===== config.mk =====
export PLATFORM = sky130hd
export DESIGN_NAME = axi4_lite_rf_bridge_flat
export DESIGN_NICKNAME = d
export VERILOG_FILES = /design/src/rtl/axi4_lite_rf_bridge_if.sv /design/src/rtl/axi4_lite_rf_bridge.sv /design/src/flat_wrapper.sv
export SDC_FILE = /design/constraint.sdc
export NUM_CORES = 1
export LEC_CHECK = 0
export CAP_MARGIN = 10
export CORE_MARGIN = 10
export CORE_UTILIZATION = 39
export CTS_CLUSTER_DIAMETER = 60
export DETAILED_ROUTE_END_ITERATION = 12
export PLACE_DENSITY_LB_ADDON = 0.25
export SYNTH_ARGS = -nofsm -noshare
export SYNTH_HDL_FRONTEND = slang
export SYNTH_SLANG_ARGS = --single-unit
export TNS_END_PERCENT = 50

===== constraint.sdc =====
create_clock -name clk -period 1.7 [get_ports clk]
set_input_delay 0.34 -clock clk [delete_from_list [all_inputs] [get_ports clk]]
set_output_delay 0.34 -clock clk [all_outputs]
set_load 0.02 [all_outputs]

===== src/rtl/axi4_lite_rf_bridge_if.sv =====
// AXI4-Lite slave-side bus bundle for axi4_lite_rf_bridge.
// Handshake rule on every channel: a transfer happens on the rising clk edge where VALID and READY are both high;
// once VALID is raised, VALID and its payload stay stable until that edge, and READY may change freely.
interface axi4_lite_rf_bridge_if #(
    parameter int NMBROFDATABITS = 32,
    parameter int NMBROFADDRBITS = 7
);
    logic [NMBROFADDRBITS-1:0]   s_axi_awaddr;
    logic                        s_axi_awvalid;
    logic                        s_axi_awready;
    logic [NMBROFDATABITS-1:0]   s_axi_wdata;
    logic [NMBROFDATABITS/8-1:0] s_axi_wstrb;
    logic                        s_axi_wvalid;
    logic                        s_axi_wready;
    logic [1:0]                  s_axi_bresp;
    logic                        s_axi_bvalid;
    logic                        s_axi_bready;
    logic [NMBROFADDRBITS-1:0]   s_axi_araddr;
    logic                        s_axi_arvalid;
    logic                        s_axi_arready;
    logic [NMBROFDATABITS-1:0]   s_axi_rdata;
    logic [1:0]                  s_axi_rresp;
    logic                        s_axi_rvalid;
    logic                        s_axi_rready;

    modport master (
        output s_axi_awaddr, s_axi_awvalid, s_axi_wdata, s_axi_wstrb, s_axi_wvalid,
               s_axi_bready, s_axi_araddr, s_axi_arvalid, s_axi_rready,
        input  s_axi_awready, s_axi_wready, s_axi_bresp, s_axi_bvalid,
               s_axi_arready, s_axi_rdata, s_axi_rresp, s_axi_rvalid
    );

    modport slave (
        input  s_axi_awaddr, s_axi_awvalid, s_axi_wdata, s_axi_wstrb, s_axi_wvalid,
               s_axi_bready, s_axi_araddr, s_axi_arvalid, s_axi_rready,
        output s_axi_awready, s_axi_wready, s_axi_bresp, s_axi_bvalid,
               s_axi_arready, s_axi_rdata, s_axi_rresp, s_axi_rvalid
    );
endinterface


===== src/rtl/axi4_lite_rf_bridge.sv =====
// AXI4-Lite slave that turns one read or write at a time into single-cycle register-file strobes.
// Optional: define AXIL_ADDR_DECERR_EN to answer word addresses >= 16 with SLVERR and no strobe.
module axi4_lite_rf_bridge #(
    parameter int NMBROFDATABITS = 32,
    parameter int NMBROFADDRBITS = 7
) (
    input  logic                        clk,
    input  logic                        reset,
    axi4_lite_rf_bridge_if.slave        axi,
    output logic                        rf_wr_en,
    output logic [NMBROFADDRBITS-3:0]   rf_wr_addr,
    output logic [NMBROFDATABITS-1:0]   rf_wr_data,
    output logic                        rf_rd_en,
    output logic [NMBROFADDRBITS-3:0]   rf_rd_addr,
    input  logic [NMBROFDATABITS-1:0]   rf_rd_data,
    input  logic                        rf_data_valid,
    output logic [2:0]                  dbg_state
);
    localparam int WA = NMBROFADDRBITS - 2;
    localparam int DW = NMBROFDATABITS;
    localparam int SW = NMBROFDATABITS / 8;

    typedef enum logic [2:0] {
        IDLE      = 3'd0,
        WR_STROBE = 3'd1,
        WR_RESP   = 3'd2,
        RD_STROBE = 3'd3,
        RD_WAIT   = 3'd4,
        RD_RESP   = 3'd5
    } state_t;

    state_t          state, state_next;
    logic            active;
    logic            aw_full, w_full, ar_full;
    logic [WA-1:0]   aw_word, ar_word;
    logic [DW-1:0]   w_data;
    logic [SW-1:0]   w_strb;
    logic [WA-1:0]   wr_addr_q, rd_addr_q;
    logic [DW-1:0]   wr_data_q, rdata_q;
    logic            wr_err_q, rd_err_q;
    logic            last_rd;
    logic            aw_ready, w_ready, ar_ready;
    logic            wr_pend, rd_pend;
    logic            take_wr, take_rd;
    logic            wr_dec, rd_dec;
    logic            unused_low_bits;

    // READY is held low while in reset and for the first cycle after release.
    assign aw_ready = active & ~aw_full;
    assign w_ready  = active & ~w_full;
    assign ar_ready = active & ~ar_full;
    assign wr_pend  = aw_full & w_full;
    assign rd_pend  = ar_full;

`ifdef AXIL_ADDR_DECERR_EN
    assign wr_dec = (aw_word >= WA'(16));
    assign rd_dec = (ar_word >= WA'(16));
`else
    assign wr_dec = 1'b0;
    assign rd_dec = 1'b0;
`endif

    assign unused_low_bits = ^{axi.s_axi_awaddr[1:0], axi.s_axi_araddr[1:0]};

    always_comb begin
        state_next = state;
        take_wr    = 1'b0;
        take_rd    = 1'b0;
        rf_wr_en   = 1'b0;
        rf_rd_en   = 1'b0;
        case (state)
            IDLE: begin
                // Round-robin: a write wins a tie only if the read was served last.
                if (wr_pend && (!rd_pend || last_rd)) begin
                    take_wr    = 1'b1;
                    state_next = WR_STROBE;
                end else if (rd_pend) begin
                    take_rd    = 1'b1;
                    state_next = RD_STROBE;
                end
            end
            WR_STROBE: begin
                rf_wr_en   = ~wr_err_q;
                state_next = WR_RESP;
            end
            WR_RESP: begin
                if (axi.s_axi_bready) state_next = IDLE;
            end
            RD_STROBE: begin
                rf_rd_en   = ~rd_err_q;
                state_next = RD_WAIT;
            end
            RD_WAIT: begin
                if (rd_err_q || rf_data_valid) state_next = RD_RESP;
            end
            RD_RESP: begin
                if (axi.s_axi_rready) state_next = IDLE;
            end
            default: state_next = IDLE;
        endcase
    end

    always_ff @(posedge clk or negedge reset) begin
        if (!reset) begin
            state     <= IDLE;
            active    <= 1'b0;
            aw_full   <= 1'b0;
            w_full    <= 1'b0;
            ar_full   <= 1'b0;
            aw_word   <= '0;
            ar_word   <= '0;
            w_data    <= '0;
            w_strb    <= '0;
            wr_addr_q <= '0;
            wr_data_q <= '0;
            rd_addr_q <= '0;
            rdata_q   <= '0;
            wr_err_q  <= 1'b0;
            rd_err_q  <= 1'b0;
            last_rd   <= 1'b1;
        end else begin
            state  <= state_next;
            active <= 1'b1;

            if (axi.s_axi_awvalid && aw_ready) begin
                aw_full <= 1'b1;
                aw_word <= axi.s_axi_awaddr[NMBROFADDRBITS-1:2];
            end else if (take_wr) begin
                aw_full <= 1'b0;
            end

            if (axi.s_axi_wvalid && w_ready) begin
                w_full <= 1'b1;
                w_data <= axi.s_axi_wdata;
                w_strb <= axi.s_axi_wstrb;
            end else if (take_wr) begin
                w_full <= 1'b0;
            end

            if (axi.s_axi_arvalid && ar_ready) begin
                ar_full <= 1'b1;
                ar_word <= axi.s_axi_araddr[NMBROFADDRBITS-1:2];
            end else if (take_rd) begin
                ar_full <= 1'b0;
            end

            if (take_wr) begin
                wr_addr_q <= aw_word;
                wr_data_q <= w_data;
                wr_err_q  <= (w_strb != '1) | wr_dec;
                last_rd   <= 1'b0;
            end

            if (take_rd) begin
                rd_addr_q <= ar_word;
                rd_err_q  <= rd_dec;
                last_rd   <= 1'b1;
            end

            // The file drops its output after one cycle, so the return must be latched here.
            if (state == RD_WAIT) begin
                if (rd_err_q)           rdata_q <= '0;
                else if (rf_data_valid) rdata_q <= rf_rd_data;
            end
        end
    end

    assign axi.s_axi_awready = aw_ready;
    assign axi.s_axi_wready  = w_ready;
    assign axi.s_axi_arready = ar_ready;
    assign axi.s_axi_bvalid  = (state == WR_RESP);
    assign axi.s_axi_bresp   = wr_err_q ? 2'b10 : 2'b00;
    assign axi.s_axi_rvalid  = (state == RD_RESP);
    assign axi.s_axi_rresp   = rd_err_q ? 2'b10 : 2'b00;
    assign axi.s_axi_rdata   = rdata_q;

    assign rf_wr_addr = wr_addr_q;
    assign rf_wr_data = wr_data_q;
    assign rf_rd_addr = rd_addr_q;
    assign dbg_state  = state;
endmodule


===== src/flat_wrapper.sv =====
// flat-port wrapper written by rule: the top's interface ports become plain ports
module axi4_lite_rf_bridge_flat 
#(
    parameter int NMBROFDATABITS = 32,
    parameter int NMBROFADDRBITS = 7
)
  (clk, reset, rf_wr_en, rf_wr_addr, rf_wr_data, rf_rd_en, rf_rd_addr, rf_rd_data, rf_data_valid, dbg_state, axi_s_axi_awaddr, axi_s_axi_awvalid, axi_s_axi_wdata, axi_s_axi_wstrb, axi_s_axi_wvalid, axi_s_axi_bready, axi_s_axi_araddr, axi_s_axi_arvalid, axi_s_axi_rready, axi_s_axi_awready, axi_s_axi_wready, axi_s_axi_bresp, axi_s_axi_bvalid, axi_s_axi_arready, axi_s_axi_rdata, axi_s_axi_rresp, axi_s_axi_rvalid);
  axi4_lite_rf_bridge_if #(.NMBROFDATABITS(NMBROFDATABITS), .NMBROFADDRBITS(NMBROFADDRBITS)) axi_i ();
  input  logic clk;
  input  logic reset;
  output logic rf_wr_en;
  output logic [NMBROFADDRBITS-3:0] rf_wr_addr;
  output logic [NMBROFDATABITS-1:0] rf_wr_data;
  output logic rf_rd_en;
  output logic [NMBROFADDRBITS-3:0] rf_rd_addr;
  input  logic [NMBROFDATABITS-1:0] rf_rd_data;
  input  logic rf_data_valid;
  output logic [2:0] dbg_state;
  input wire logic [$bits(axi_i.s_axi_awaddr)-1:0] axi_s_axi_awaddr;
  input wire logic [$bits(axi_i.s_axi_awvalid)-1:0] axi_s_axi_awvalid;
  input wire logic [$bits(axi_i.s_axi_wdata)-1:0] axi_s_axi_wdata;
  input wire logic [$bits(axi_i.s_axi_wstrb)-1:0] axi_s_axi_wstrb;
  input wire logic [$bits(axi_i.s_axi_wvalid)-1:0] axi_s_axi_wvalid;
  input wire logic [$bits(axi_i.s_axi_bready)-1:0] axi_s_axi_bready;
  input wire logic [$bits(axi_i.s_axi_araddr)-1:0] axi_s_axi_araddr;
  input wire logic [$bits(axi_i.s_axi_arvalid)-1:0] axi_s_axi_arvalid;
  input wire logic [$bits(axi_i.s_axi_rready)-1:0] axi_s_axi_rready;
  output wire logic [$bits(axi_i.s_axi_awready)-1:0] axi_s_axi_awready;
  output wire logic [$bits(axi_i.s_axi_wready)-1:0] axi_s_axi_wready;
  output wire logic [$bits(axi_i.s_axi_bresp)-1:0] axi_s_axi_bresp;
  output wire logic [$bits(axi_i.s_axi_bvalid)-1:0] axi_s_axi_bvalid;
  output wire logic [$bits(axi_i.s_axi_arready)-1:0] axi_s_axi_arready;
  output wire logic [$bits(axi_i.s_axi_rdata)-1:0] axi_s_axi_rdata;
  output wire logic [$bits(axi_i.s_axi_rresp)-1:0] axi_s_axi_rresp;
  output wire logic [$bits(axi_i.s_axi_rvalid)-1:0] axi_s_axi_rvalid;
  assign axi_i.s_axi_awaddr = axi_s_axi_awaddr;
  assign axi_i.s_axi_awvalid = axi_s_axi_awvalid;
  assign axi_i.s_axi_wdata = axi_s_axi_wdata;
  assign axi_i.s_axi_wstrb = axi_s_axi_wstrb;
  assign axi_i.s_axi_wvalid = axi_s_axi_wvalid;
  assign axi_i.s_axi_bready = axi_s_axi_bready;
  assign axi_i.s_axi_araddr = axi_s_axi_araddr;
  assign axi_i.s_axi_arvalid = axi_s_axi_arvalid;
  assign axi_i.s_axi_rready = axi_s_axi_rready;
  assign axi_s_axi_awready = axi_i.s_axi_awready;
  assign axi_s_axi_wready = axi_i.s_axi_wready;
  assign axi_s_axi_bresp = axi_i.s_axi_bresp;
  assign axi_s_axi_bvalid = axi_i.s_axi_bvalid;
  assign axi_s_axi_arready = axi_i.s_axi_arready;
  assign axi_s_axi_rdata = axi_i.s_axi_rdata;
  assign axi_s_axi_rresp = axi_i.s_axi_rresp;
  assign axi_s_axi_rvalid = axi_i.s_axi_rvalid;
  axi4_lite_rf_bridge #(.NMBROFDATABITS(NMBROFDATABITS), .NMBROFADDRBITS(NMBROFADDRBITS)) u_core (.clk(clk), .reset(reset), .axi(axi_i), .rf_wr_en(rf_wr_en), .rf_wr_addr(rf_wr_addr), .rf_wr_data(rf_wr_data), .rf_rd_en(rf_rd_en), .rf_rd_addr(rf_rd_addr), .rf_rd_data(rf_rd_data), .rf_data_valid(rf_data_valid), .dbg_state(dbg_state));
endmodule

==> key figures <==
Status
  – Outcome: finished with violations
  – Failing checks: negative setup slack

Setup path
  – CP max stage delay: approximately 400 ps
  – Worst-path maximum fanout: 8
  – Worst flop-to-flop path endpoint: u_core.rf_wr_data[7]$_DFFE_PN0P_
  – R2r worst-path depth: 6
  – Worst path required time: ~2000 ps
  – CP endpoint kind: register
  – Crit. Startpoint: u_core.dbg_state[0]$_DFFE_PN0P_
  – Crit-path cells: buf_6, nor3_4, nor3b_4, buf_6, clkbuf_16, mux2_4
  – Number of buffer and inverter stages on the critical path: 3
  – WP depth: 6
  – CP delay by family, top: buffers and inverters
  – Max stage delay cell, worst path: dfrtp_1
  – Critical Path AT: 2030 ps
  – Most common cell on crit path: buf_6
  – Critical path type: reg2reg
  – R2R setup slack: -30 ps
  – Critical path endpoint: u_core.rf_wr_data[7]$_DFFE_PN0P_
  – Element type at the critical path start: register
  – FF-to-FF Start: u_core.dbg_state[0]$_DFFE_PN0P_

STA
  – Clk_skew: 6.918 ps
  – Unrepaired setup endpoints after global routing: yes
  – Final WS setup: -34.39 ps
  – Final setup fails: 22
  – Final period util: 102.0%
  – Worst slew pin tran: 559.8 ps
  – Hold Violations, Final: 0
  – Setup_tns: -283.0 ps
  – Hold Slack: slightly below 400 ps
  – Relative slew slack: 62.52%
  – Max Slew Vio Count: 0
  – Max Clk Rate: just under 600 MHz
  – Final worst path period need: about 1700 ps

Route
  – Final wirelength: about 13,000 um
  – Post-route ant nets: 0
  – Drc violations: 0
  – 1st-iter DRT viols: 63
  – Via count: approximately 3,300
  – Vias per cell: around 4.7
  – First-pass DRT Iterations: 4
  – Routed len/inst: approximately 19 um

Global routing
  – Grt total ovfl: 0
  – Vias in the first global route: approximately 3,600
  – Initial antenna violation count: 0
  – GRT Resource Usage Total: between 10% and 20%
  – Global-route wire length before repair: 20,110 um
  – Largest net degree at the start of global routing: 57

CTS
  – Total CTS buffers: 17
  – # H-tree levels: 4
  – Longest Clk Path Bufs: 2
  – Num Clock Sinks: about 130
  – CTS root buf: clkbuf_16
  – Latest clock arrival within the worst-skew pair: ~400 ps
  – Reg clk slew, reported paths: roughly 60 ps
  – CTS tree: done

Die
  – Top Ports: 178
  – Placeable core region: roughly 13,000 sq um
  – Row Count: between 40 and 50
  – Die W: approximately 130 um
  – Initial Util: 39.56%
  – Die ar.: ~18,000 sq um
  – Die height: between 100 and 150 um

Placed design
  – Detailed placer's ending HPWL: just under 9000 um
  – Placer Congestion: 0.7236
  – Port bufs: 170

Cells and area
  – Diode count: 0
  – Area Overhead vs Synth: 56.89%
  – Share of cells above drive strength 1: approximately 36%
  – Multi-input gate area: ~1800 sq um
  – Reg area: 3232 sq um
  – Final nets: roughly 600
  – Filler Cell Count: 994

Yosys
  – Syn Area/Cell: around 16 sq um
  – Distinct cells, synth: 31
  – Synth async-reset ratio: between 90% and 100%
  – Mapped Cells: between 300 and 400
  – Number of flops mapped to enable cells by yosys: 0
  – Yosys warning total: 0
  – Mapped Area: roughly 5000 sq um
  – Mux cell area share after synthesis: around 27%
  – Top_reg_cell synth: dfrtp_1
  – Top post-synthesis cells by count: dfrtp_1 (128), mux2_2 (107), mux2_1 (14), buf_4 (7)
  – Cell with the most instances after synthesis: dfrtp_1
  – Synth Area in XOR/XNOR: 0%
  – Register area share after synthesis: between 60% and 70%
  – Largest area contributor in the netlist: dfrtp_1
  – Top area cells in the synthesized netlist: dfrtp_1 (64%), mux2_2 (24%), mux2_1 (3.2%)
  – Synthesis-stage register bit count: 129
  – Combinational family with the most area after synthesis: multiplexers
  – Compound-gate portion of the synthesized area: under 10%
  – Share of the synthesized area in the top cell type: between 60 and 70%
  – Simple logic cell fraction of the synthesized area: under 10%
  – Post-synthesis adder-cell area fraction: 0%

Power and ir drop
  – Worst-case vdd ir drop: roughly 1 mV
  – Power density cells: slightly below 2000 nW/um^2
  – Final Power: approximately 15 mW
  – P_leak: 3.567 nW

Job
  – Max-capacitance violation count: 0

Worst hold path
  – Hold Crit Class: in2async
## final cells by class
class | count | share of cell area, %
Multi-Input combinational cell | 159 | 22.45
Clock buffer | 21 | 5.902
Timing Repair Buffer | 197 | 25.21
Sequential cell | 129 | 41.43
Inverter | 4 | 0.1925
Tap cell | 172 | 2.759
Clock inverter | 11 | 2.053
## report_power, final
group | internal [mW] | switching, mW | total [mW]
sequential | 4.64 | 0.796 | 5.44
clock | 2.52 | 1.28 | 3.80
combinational | 3.34 | 2.92 | 6.26
## sequential cells by signal, indices dropped and copies added, names as in the netlist, 3 cells and up
signal                  cells
u_core.axi.s_axi_rdata     32
u_core.ar_word              5
u_core.rf_rd_addr           5
u_core.w_strb               4
u_core.aw_word              5
u_core.rf_wr_addr           5
u_core.dbg_state            3
u_core.w_data              32
u_core.rf_wr_data          32
## timing repair
action,in CTS,in global routing
endpoints found under the setup margin,135,81
endpoints found under the hold margin,15,0
gates resized for setup,116,32
cloned,2,3
pin swaps,3,2
hold buffers,1,0
buffers inserted,4,1
## per-stage QoR
step | instance area, sq um | util, % | setup WS, ps | cells
after floorplan | 4996 | - | -95.16 | 309
after global placement | 6990 | 55.62 | -183.5 | 650
after detailed placement | 6990 | 55.62 | -231.8 | 650
after CTS | 7621 | 60.64 | -65.86 | 689
after global routing | 7801 | 62.07 | -125.4 | 693
final | 7801 | 62.07 | -34.39 | 693
## worst min-delay path by stage
stage	startpoint	cells past startpoint	slack (ps)	endpoint
floorplan	reset	0	40	u_core.active$_DFF_PN0_
global placement	reset	1	250	u_core.rf_wr_data[9]$_DFFE_PN0P_
detailed placement	reset	1	250	u_core.rf_wr_data[7]$_DFFE_PN0P_
CTS	reset	2	360	u_core.w_data[13]$_DFFE_PN0P_
global route	reset	2	400	u_core.w_data[9]$_DFFE_PN0P_
finish	reset	2	390	u_core.w_data[9]$_DFFE_PN0P_
## cells in the final DEF (no fill, tap or decap), drive strengths merged
cell type,instances
dfrtp,128
mux2,121
clkdlybuf4s50,84
dlygate4sd2,77
buf,28
clkbuf,26
clkinv,5
nor2b,5
inv,4
conb,4
bufinv,4
nand2,4
nor2,3
a21oi,3
o21ai,3
clkinvlp,2
clkdlybuf4s15,2
nor3b,2
nor3,2
nand2b,1
nor4,1
o211ai,1
nor4bb,1
a21o,1
nand4,1
o21a,1
and3,1
or3,1
o41ai,1
nand3b,1
a311o,1
dlygate4sd3,1
dfstp,1
## cells by family after synthesis
kind of cell	after synthesis
muxes	121
DFF	129
and+or+nand+nor	23
buffers and inverters	21
AOI/OAI and AO/OA	11
other	2
## metal layers
| layer | share of wire, % | vias to the layer above | global-route usage (%) |
|---|---|---|---|
| met5 | 0 | - | 0 |
| met4 | 1.2 | 0 | 5.134 |
| met3 | 11 | 13 | 8.213 |
| met2 | 45 | 139 | 21.11 |
| met1 | 43 | 1653 | 17.28 |
| li1 | - | 1481 | - |
Power figures use the tool's default switching activity.
